`src/rtl/gcd_pkg.sv`:
```
// Shared types and defaults for the GCD engine arbiter.
package gcd_pkg;
   localparam int DEF_N_REQ = 4;
   localparam int DEF_WIDTH = 16;
   localparam int DEF_CNT_W = 16;
   localparam int ID_W      = $clog2(DEF_N_REQ);

   typedef enum logic [1:0] {
      IDLE  = 2'd0,
      ISSUE = 2'd1,
      WAIT  = 2'd2,
      RESP  = 2'd3
   } state_e;
endpackage

```
`src/rtl/gcd_arbiter_rr_pick.sv`:
```
// Combinational round-robin picker: first set request at or after ptr, wrapping.
module rr_pick
   import gcd_pkg::*;
#(
   parameter int N_REQ = DEF_N_REQ,
   parameter int ID_W  = $clog2(N_REQ)
) (
   input  logic [N_REQ-1:0] req,
   input  logic [ID_W-1:0]  ptr,
   output logic [N_REQ-1:0] grant,
   output logic [ID_W-1:0]  idx,
   output logic             any
);

   localparam logic [ID_W:0] N_LIM = N_REQ[ID_W:0];

   logic [ID_W:0] cand_s;

   // scan ptr, ptr+1, ... modulo N_REQ and keep the first hit
   always_comb begin
      grant  = {N_REQ{1'b0}};
      idx    = {ID_W{1'b0}};
      any    = 1'b0;
      cand_s = {(ID_W+1){1'b0}};
      for (int off = 0; off < N_REQ; off++) begin
         cand_s = {1'b0, ptr} + off[ID_W:0];
         if (cand_s >= N_LIM) begin
            cand_s = cand_s - N_LIM;
         end else begin
            cand_s = cand_s;
         end
         if (!any && req[cand_s[ID_W-1:0]]) begin
            any                       = 1'b1;
            idx                       = cand_s[ID_W-1:0];
            grant[cand_s[ID_W-1:0]]   = 1'b1;
         end else begin
            any = any;
         end
      end
   end

endmodule

```
`src/rtl/gcd_arbiter.sv`:
```
// Shares one GCD engine between N_REQ requesters, one job in flight;
// zero operands are answered directly since the engine cannot finish them.
module gcd_arbiter
   import gcd_pkg::*;
#(
   parameter int N_REQ = DEF_N_REQ,
   parameter int WIDTH = DEF_WIDTH,
   parameter int CNT_W = DEF_CNT_W
) (
   input  logic                   clock,
   input  logic                   reset,
   input  logic [N_REQ-1:0]       req_valid,
   output logic [N_REQ-1:0]       req_ready,
   input  logic [N_REQ*WIDTH-1:0] req_a,
   input  logic [N_REQ*WIDTH-1:0] req_b,
   output logic [N_REQ-1:0]       rsp_valid,
   input  logic [N_REQ-1:0]       rsp_ready,
   output logic [WIDTH-1:0]       rsp_bits,
   output logic [CNT_W-1:0]       rsp_cycles,
   output logic                   gcd_in_valid,
   input  logic                   gcd_in_ready,
   output logic [WIDTH-1:0]       gcd_in_a,
   output logic [WIDTH-1:0]       gcd_in_b,
   input  logic                   gcd_out_valid,
   input  logic [WIDTH-1:0]       gcd_out_bits,
   output logic                   busy
);

   localparam int               ID_W   = $clog2(N_REQ);
   localparam logic [ID_W:0]    N_LIM  = N_REQ[ID_W:0];
   localparam logic [WIDTH-1:0] ZERO_W = {WIDTH{1'b0}};
   localparam logic [CNT_W-1:0] ZERO_C = {CNT_W{1'b0}};
   localparam logic [N_REQ-1:0] ZERO_N = {N_REQ{1'b0}};

   function automatic logic [CNT_W-1:0] sat_inc(input logic [CNT_W-1:0] v);
      if (v == {CNT_W{1'b1}}) begin
         return v;
      end else begin
         return v + {{(CNT_W-1){1'b0}}, 1'b1};
      end
   endfunction

   state_e             state_r;
   logic [ID_W-1:0]    rr_ptr_r;
   logic [ID_W-1:0]    id_r;
   logic [WIDTH-1:0]   a_r;
   logic [WIDTH-1:0]   b_r;
   logic [CNT_W-1:0]   cnt_r;
   logic [WIDTH-1:0]   rsp_bits_r;
   logic [CNT_W-1:0]   rsp_cycles_r;
   logic [N_REQ-1:0]   rsp_valid_r;
   logic               gcd_in_valid_r;
   logic               busy_r;

   logic [N_REQ-1:0]   pick_grant_s;
   logic [ID_W-1:0]    pick_idx_s;
   logic               pick_any_s;
   logic [WIDTH-1:0]   pick_a_s;
   logic [WIDTH-1:0]   pick_b_s;
   logic               bypass_s;
   logic [WIDTH-1:0]   bypass_val_s;
   logic [ID_W:0]      ptr_sum_s;
   logic [ID_W:0]      ptr_wrap_s;
   logic [ID_W-1:0]    next_ptr_s;
   logic [N_REQ-1:0]   id_oh_s;

   rr_pick #(
      .N_REQ (N_REQ),
      .ID_W  (ID_W)
   ) u_pick (
      .req   (req_valid),
      .ptr   (rr_ptr_r),
      .grant (pick_grant_s),
      .idx   (pick_idx_s),
      .any   (pick_any_s)
   );

   assign pick_a_s = req_a[pick_idx_s*WIDTH +: WIDTH];
   assign pick_b_s = req_b[pick_idx_s*WIDTH +: WIDTH];
   assign id_oh_s  = {{(N_REQ-1){1'b0}}, 1'b1} << id_r;

   // bypass result and next round-robin pointer for the current winner
   always_comb begin
      bypass_s     = (pick_a_s == ZERO_W) || (pick_b_s == ZERO_W);
      bypass_val_s = (pick_a_s == ZERO_W) ? pick_b_s : pick_a_s;
      ptr_sum_s    = {1'b0, pick_idx_s} + {{ID_W{1'b0}}, 1'b1};
      if (ptr_sum_s >= N_LIM) begin
         ptr_wrap_s = ptr_sum_s - N_LIM;
      end else begin
         ptr_wrap_s = ptr_sum_s;
      end
      next_ptr_s = ptr_wrap_s[ID_W-1:0];
   end

   // accept pulse is only offered while idle and out of reset
   always_comb begin
      if (!reset && (state_r == IDLE)) begin
         req_ready = pick_grant_s;
      end else begin
         req_ready = ZERO_N;
      end
   end

   // job FSM with operand/result registers and latency counter
   always_ff @(posedge clock) begin
      if (reset) begin
         state_r        <= IDLE;
         rr_ptr_r       <= {ID_W{1'b0}};
         id_r           <= {ID_W{1'b0}};
         a_r            <= ZERO_W;
         b_r            <= ZERO_W;
         cnt_r          <= ZERO_C;
         rsp_bits_r     <= ZERO_W;
         rsp_cycles_r   <= ZERO_C;
         rsp_valid_r    <= ZERO_N;
         gcd_in_valid_r <= 1'b0;
         busy_r         <= 1'b0;
      end else begin
         case (state_r)
            IDLE: begin
               if (pick_any_s) begin
                  id_r     <= pick_idx_s;
                  a_r      <= pick_a_s;
                  b_r      <= pick_b_s;
                  rr_ptr_r <= next_ptr_s;
                  cnt_r    <= ZERO_C;
                  busy_r   <= 1'b1;
                  if (bypass_s) begin
                     rsp_bits_r   <= bypass_val_s;
                     rsp_cycles_r <= ZERO_C;
                     rsp_valid_r  <= pick_grant_s;
                     state_r      <= RESP;
                  end else begin
                     gcd_in_valid_r <= 1'b1;
                     state_r        <= ISSUE;
                  end
               end
            end
            ISSUE: begin
               cnt_r <= sat_inc(cnt_r);
               if (gcd_in_ready) begin
                  gcd_in_valid_r <= 1'b0;
                  state_r        <= WAIT;
               end
            end
            WAIT: begin
               cnt_r <= sat_inc(cnt_r);
               if (gcd_out_valid) begin
                  rsp_bits_r   <= gcd_out_bits;
                  rsp_cycles_r <= sat_inc(cnt_r);
                  rsp_valid_r  <= id_oh_s;
                  state_r      <= RESP;
               end
            end
            RESP: begin
               if (rsp_ready[id_r]) begin
                  rsp_valid_r <= ZERO_N;
                  busy_r      <= 1'b0;
                  state_r     <= IDLE;
               end
            end
            default: begin
               rsp_valid_r    <= ZERO_N;
               gcd_in_valid_r <= 1'b0;
               busy_r         <= 1'b0;
               state_r        <= IDLE;
            end
         endcase
      end
   end

   assign rsp_valid    = rsp_valid_r;
   assign rsp_bits     = rsp_bits_r;
   assign rsp_cycles   = rsp_cycles_r;
   assign gcd_in_valid = gcd_in_valid_r;
   assign gcd_in_a     = a_r;
   assign gcd_in_b     = b_r;
   assign busy         = busy_r;

endmodule

```
`config.mk`:
```
export PLATFORM = sky130hd
export DESIGN_NAME = gcd_arbiter
export DESIGN_NICKNAME = d
export VERILOG_FILES = /design/src/rtl/gcd_pkg.sv /design/src/rtl/gcd_arbiter_rr_pick.sv /design/src/rtl/gcd_arbiter.sv
export SDC_FILE = /design/constraint.sdc
export NUM_CORES = 1
export LEC_CHECK = 0
export ABC_AREA = 0
export CORE_MARGIN = 2
export CORE_UTILIZATION = 43
export DETAILED_ROUTE_END_ITERATION = 16
export PLACE_DENSITY = 0.92
export SYNTH_ARGS = -nofsm -noshare
export SYNTH_HDL_FRONTEND = slang
export SYNTH_HIERARCHICAL = 1
export SYNTH_SLANG_ARGS = --single-unit
```
`constraint.sdc`:
```
create_clock -name clock -period 6.1 [get_ports clock]
set_input_delay 1.22 -clock clock [delete_from_list [all_inputs] [get_ports clock]]
set_output_delay 1.22 -clock clock [all_outputs]
set_load 0.05 [all_outputs]
```
==> summary.md <==
| Metric | Value |
|---|---|
| Critical path endpoint category | flip-flop |
| Hold-fix buffers at CTS | 0 |
| Worst Hold Slack | 0.457 ns |
| Total power | 4.21 mW |
| Endpoints failing hold | 0 |
| DR DRC count | 0 |
| Worst Tran Pin Value | 1.09 ns |
| Routed wire length | 19,100 µm |
| DP Area | 7700 µm² |
| Later-pin clock latency in the skew report | 0.35 ns |
| Int Power | 2.12 mW |
| CP bufs+invs | 3 |
| Clock Skew | 0.00870 ns |
| Port Buf Inserts | 229 |
| Clock transition at path regs | 0.07 ns |
| Setup TNS | 0 ns |
| P_leak | 2.83 nW |
| Hold-critical path endpoint | gcd_in_b[7] |
| Setup Buffers After CTS | 0 |
| Area Growth Syn to Fin | 50.1% |
| Mapped Cells | 584 |
| Seq/Total Area, Yosys | 0.346 |
| DR vias | 5,695 |
| Synthesized area | 5320 µm² |
| Logic pwr share | 0.666 |
| Antenna violations before repair | 0 |
| Hold_sp | gcd_in_b[7] |
| Final GP Congestion | 0.974 |
| Non-filler cells, final | 962 |
| Critical Path RT | 6.34 ns |
| Slew margin rel. | 0.272 |
| Switching power total | 2.09 mW |
| Share of layout cells above drive strength 1 | 0.0832 |
| DP HPWL | 15,100 µm |
| Register area | 1840 µm² |
| Die area | 13,300 µm² |
| Predominant post-synthesis flop cell | dfxtp_1 |
| Final instance area | 7990 µm² |
| Reg power frac | 0.203 |
| Multi-input logic area | 3230 µm² |
| Distinct cells, synth | 55 |
| Fillers | 893 |
| Initial Utilization | 0.441 |
| Worst path depth | 13 |
| Unrepaired setup endpoints after global routing | false |
| CP top delay family | compound AO/OA/AOI/OAI gates |
| Synth Net Count | 750 |
| Largest net degree at the start of global routing | 81 |
| H-tree depth reported by CTS | 3 |
| Pwr Density | 527 nW/µm² |
| Initial DRC Count | 760 |
| Hold Path Depth | 2 |
| Max-slew violations | 0 |
| DR pass1 iterations | 5 |
| TritonCTS clock tree | built |
| Final global-route overflow total | 0 |
| Syn Area/Cell | 9.11 µm² |
| Num CTS Buffers | 9 |
| Post-route ant nets | 0 |
| Clock Tree Buf Depth | 2 |
| Core area | 12,100 µm² |
| CP max-delay cell | mux4_1 |
| Hold Crit Class | reg -> reg |
| Worst-path fanout max | 36 |
| Ports | 230 |
| Total clock sinks | 92 |
| R2r endpoint | rsp_bits[2] |
| Placed Cells | 945 |
| FF-to-FF Start | rr_ptr_r[0] |
| Fin crit period | 5.51 ns |
| #FFs+latches synth | 92 |
| Net Sw Frac | 0.496 |
| Clock network power share | 0.130 |
| Chip height | 115 µm |
| Achievable Freq | 0.181 GHz |
| First-pass GRT wire length | 29,500 µm |
| Asr flop ratio synth | 0 |
| Row count | 40 |
| R2R setup slack | 0.88 ns |
| Status | complete, no violations |
| Worst VDD drop | 0.000396 V |
| YS warnings | 6 |
| # setup viols final | 0 |
| Drt via density | 5.92 |
| CP Data Arrival Time | 5.76 ns |
| Post-CTS Resized | 0 |
| Post-synth EDFFs | 0 |
| CP Cell Sequence | clkdlybuf4s50_1, mux4_1, and2b_2, o21ai_0, o31ai_4, buf_12, mux4_2, nor4_1, nand4_1, a311oi_4, buf_4, nor2_1, a311oi_1 |
| Drt wl/cell | 19.8 µm |
| Slowest cell delay on critical path | 0.65 ns |
| Die Width | 115 µm |
| Critical path launch point type | input port |
| Fin crit share | 0.904 |
| Max_cap viols | 0 |
| Nets | 954 |
| Worst R2R Path Depth | 14 |
| Crit Path Category | in -> reg |
| Vias in the first global route | 5,806 |
| Root buf cell | clkbuf_16 |
| Gr usage total | 0.291 |
[cell usage after synthesis (all sizes together) (2+ instances only)]
cell type / instances / area, µm²
a211oi: 16 / 120
and3: 2 / 12.5
nor2b: 2 / 12.5
mux4: 37 / 841
a32oi: 5 / 43.8
a221oi: 8 / 70.1
a311oi: 10 / 111
a32o: 3 / 30.0
inv: 11 / 41.3
a31oi: 3 / 18.8
nand2b: 7 / 43.8
o2bb2ai: 12 / 105
xor2: 6 / 52.6
xnor2: 4 / 35.0
nor3: 7 / 35.0
a21oi: 57 / 285
dfxtp: 92 / 1840
buf: 15 / 110
or3: 6 / 37.5
ha: 10 / 125
nand4: 5 / 31.3
clkbuf: 29 / 109
nor4: 11 / 68.8
mux2i: 14 / 140
nand3: 11 / 55.1
nand2: 92 / 345
a22oi: 10 / 75.1
nor2: 49 / 184
and2: 15 / 93.8
o21ai: 18 / 90.1
[logic make-up (layout without fill, tap and decap cells)]
kind of cell	after synthesis	in the layout	synth area share
compound gates	152	152	0.195
xor+xnor	10	10	0.0165
fa+ha+maj	10	10	0.0235
buf+inv	56	265	0.0496
flops	92	92	0.346
mux	52	52	0.186
other cells	0	1	0
simple gates	212	212	0.183
[final cells by class]
cell class                      count  share of cell area
Tap cell                          168              0.0263
Inverter                           12             0.00564
Multi-Input combinational cell    436               0.404
Timing Repair Buffer              237               0.297
Sequential cell                    92               0.231
Antenna cell                        1            0.000313
Clock inverter                      7             0.00768
Clock buffer                        9              0.0282
[power by group through the flow]
| stage | clock network, mW | logic (mW) | registers (mW) |
|---|---|---|---|
| after floorplan | 0 | 1.62 | 1.22 |
| final | 0.548 | 2.80 | 0.855 |
| after CTS | 0.555 | 2.78 | 0.854 |
| after global routing | 0.580 | 2.99 | 0.871 |
| after detailed placement | 0 | 2.77 | 0.866 |
| after global placement | 0 | 2.68 | 0.859 |
[registers in the layout, summed over array words and instances (netlist names)]
signal	count
id_r	2
rsp_bits	16
busy	1
rsp_valid	4
cnt_r	16
gcd_in_valid	1
gcd_in_b	16
rsp_cycles	16
rr_ptr_r	2
state_r	2
gcd_in_a	16
[stage by stage]
step            util  setup slack (ns)
2_1_floorplan      -              1.26
3_3_place_gp   0.638             0.553
3_5_place_dp   0.638             0.299
4_1_cts        0.662             0.659
5_1_grt        0.662             0.269
6_report       0.662             0.585
[worst register-to-register path, delay by kind of cell, from the launching register on]
kind                     cells  cell delay (ns)
flip-flops                   1             0.74
AND/OR/NAND/NOR              4             1.14
adder cells (fa/ha/maj)      1             0.39
buffers and inverters        3             0.78
AO/OA/AOI/OAI                4             1.02
multiplexers                 2             1.06
[worst max path at each step]
stage,from,endpoint,slack (ns)
final,req_valid[3],rsp_bits[2],0.59
after floorplan,req_valid[2],rsp_cycles[14],1.26
after CTS,req_valid[3],rsp_bits[2],0.66
after global placement,req_valid[3],rsp_bits[2],0.55
after global routing,req_valid[3],rsp_bits[2],0.27
after detailed placement,req_valid[2],rsp_bits[0],0.30
[placed cells by master, fill, tap and decap left out, types with 11 or more instances in the layout]
master	instances
clkdlybuf4s50_1	228
nand2_1	92
dfxtp_1	92
a21oi_1	57
nor2_1	49
mux4_2	35
o21ai_0	16
a211oi_1	16
and2_1	14
mux2i_1	14
o2bb2ai_1	12
inv_1	11
nor4_1	11
nand3_1	11
[layer usage]
metal | global-route usage | up-vias | part of all wire | wire (µm)
met1 | 0.320 | 2695 | 0.34 | 6500
met3 | 0.0691 | 76 | 0.082 | 1570
met5 | 0 | - | 0 | 0
li1 | - | 2581 | - | -
met2 | 0.518 | 343 | 0.52 | 10000
met4 | 0.160 | 0 | 0.053 | 1010
Power figures use the tool's default switching activity.
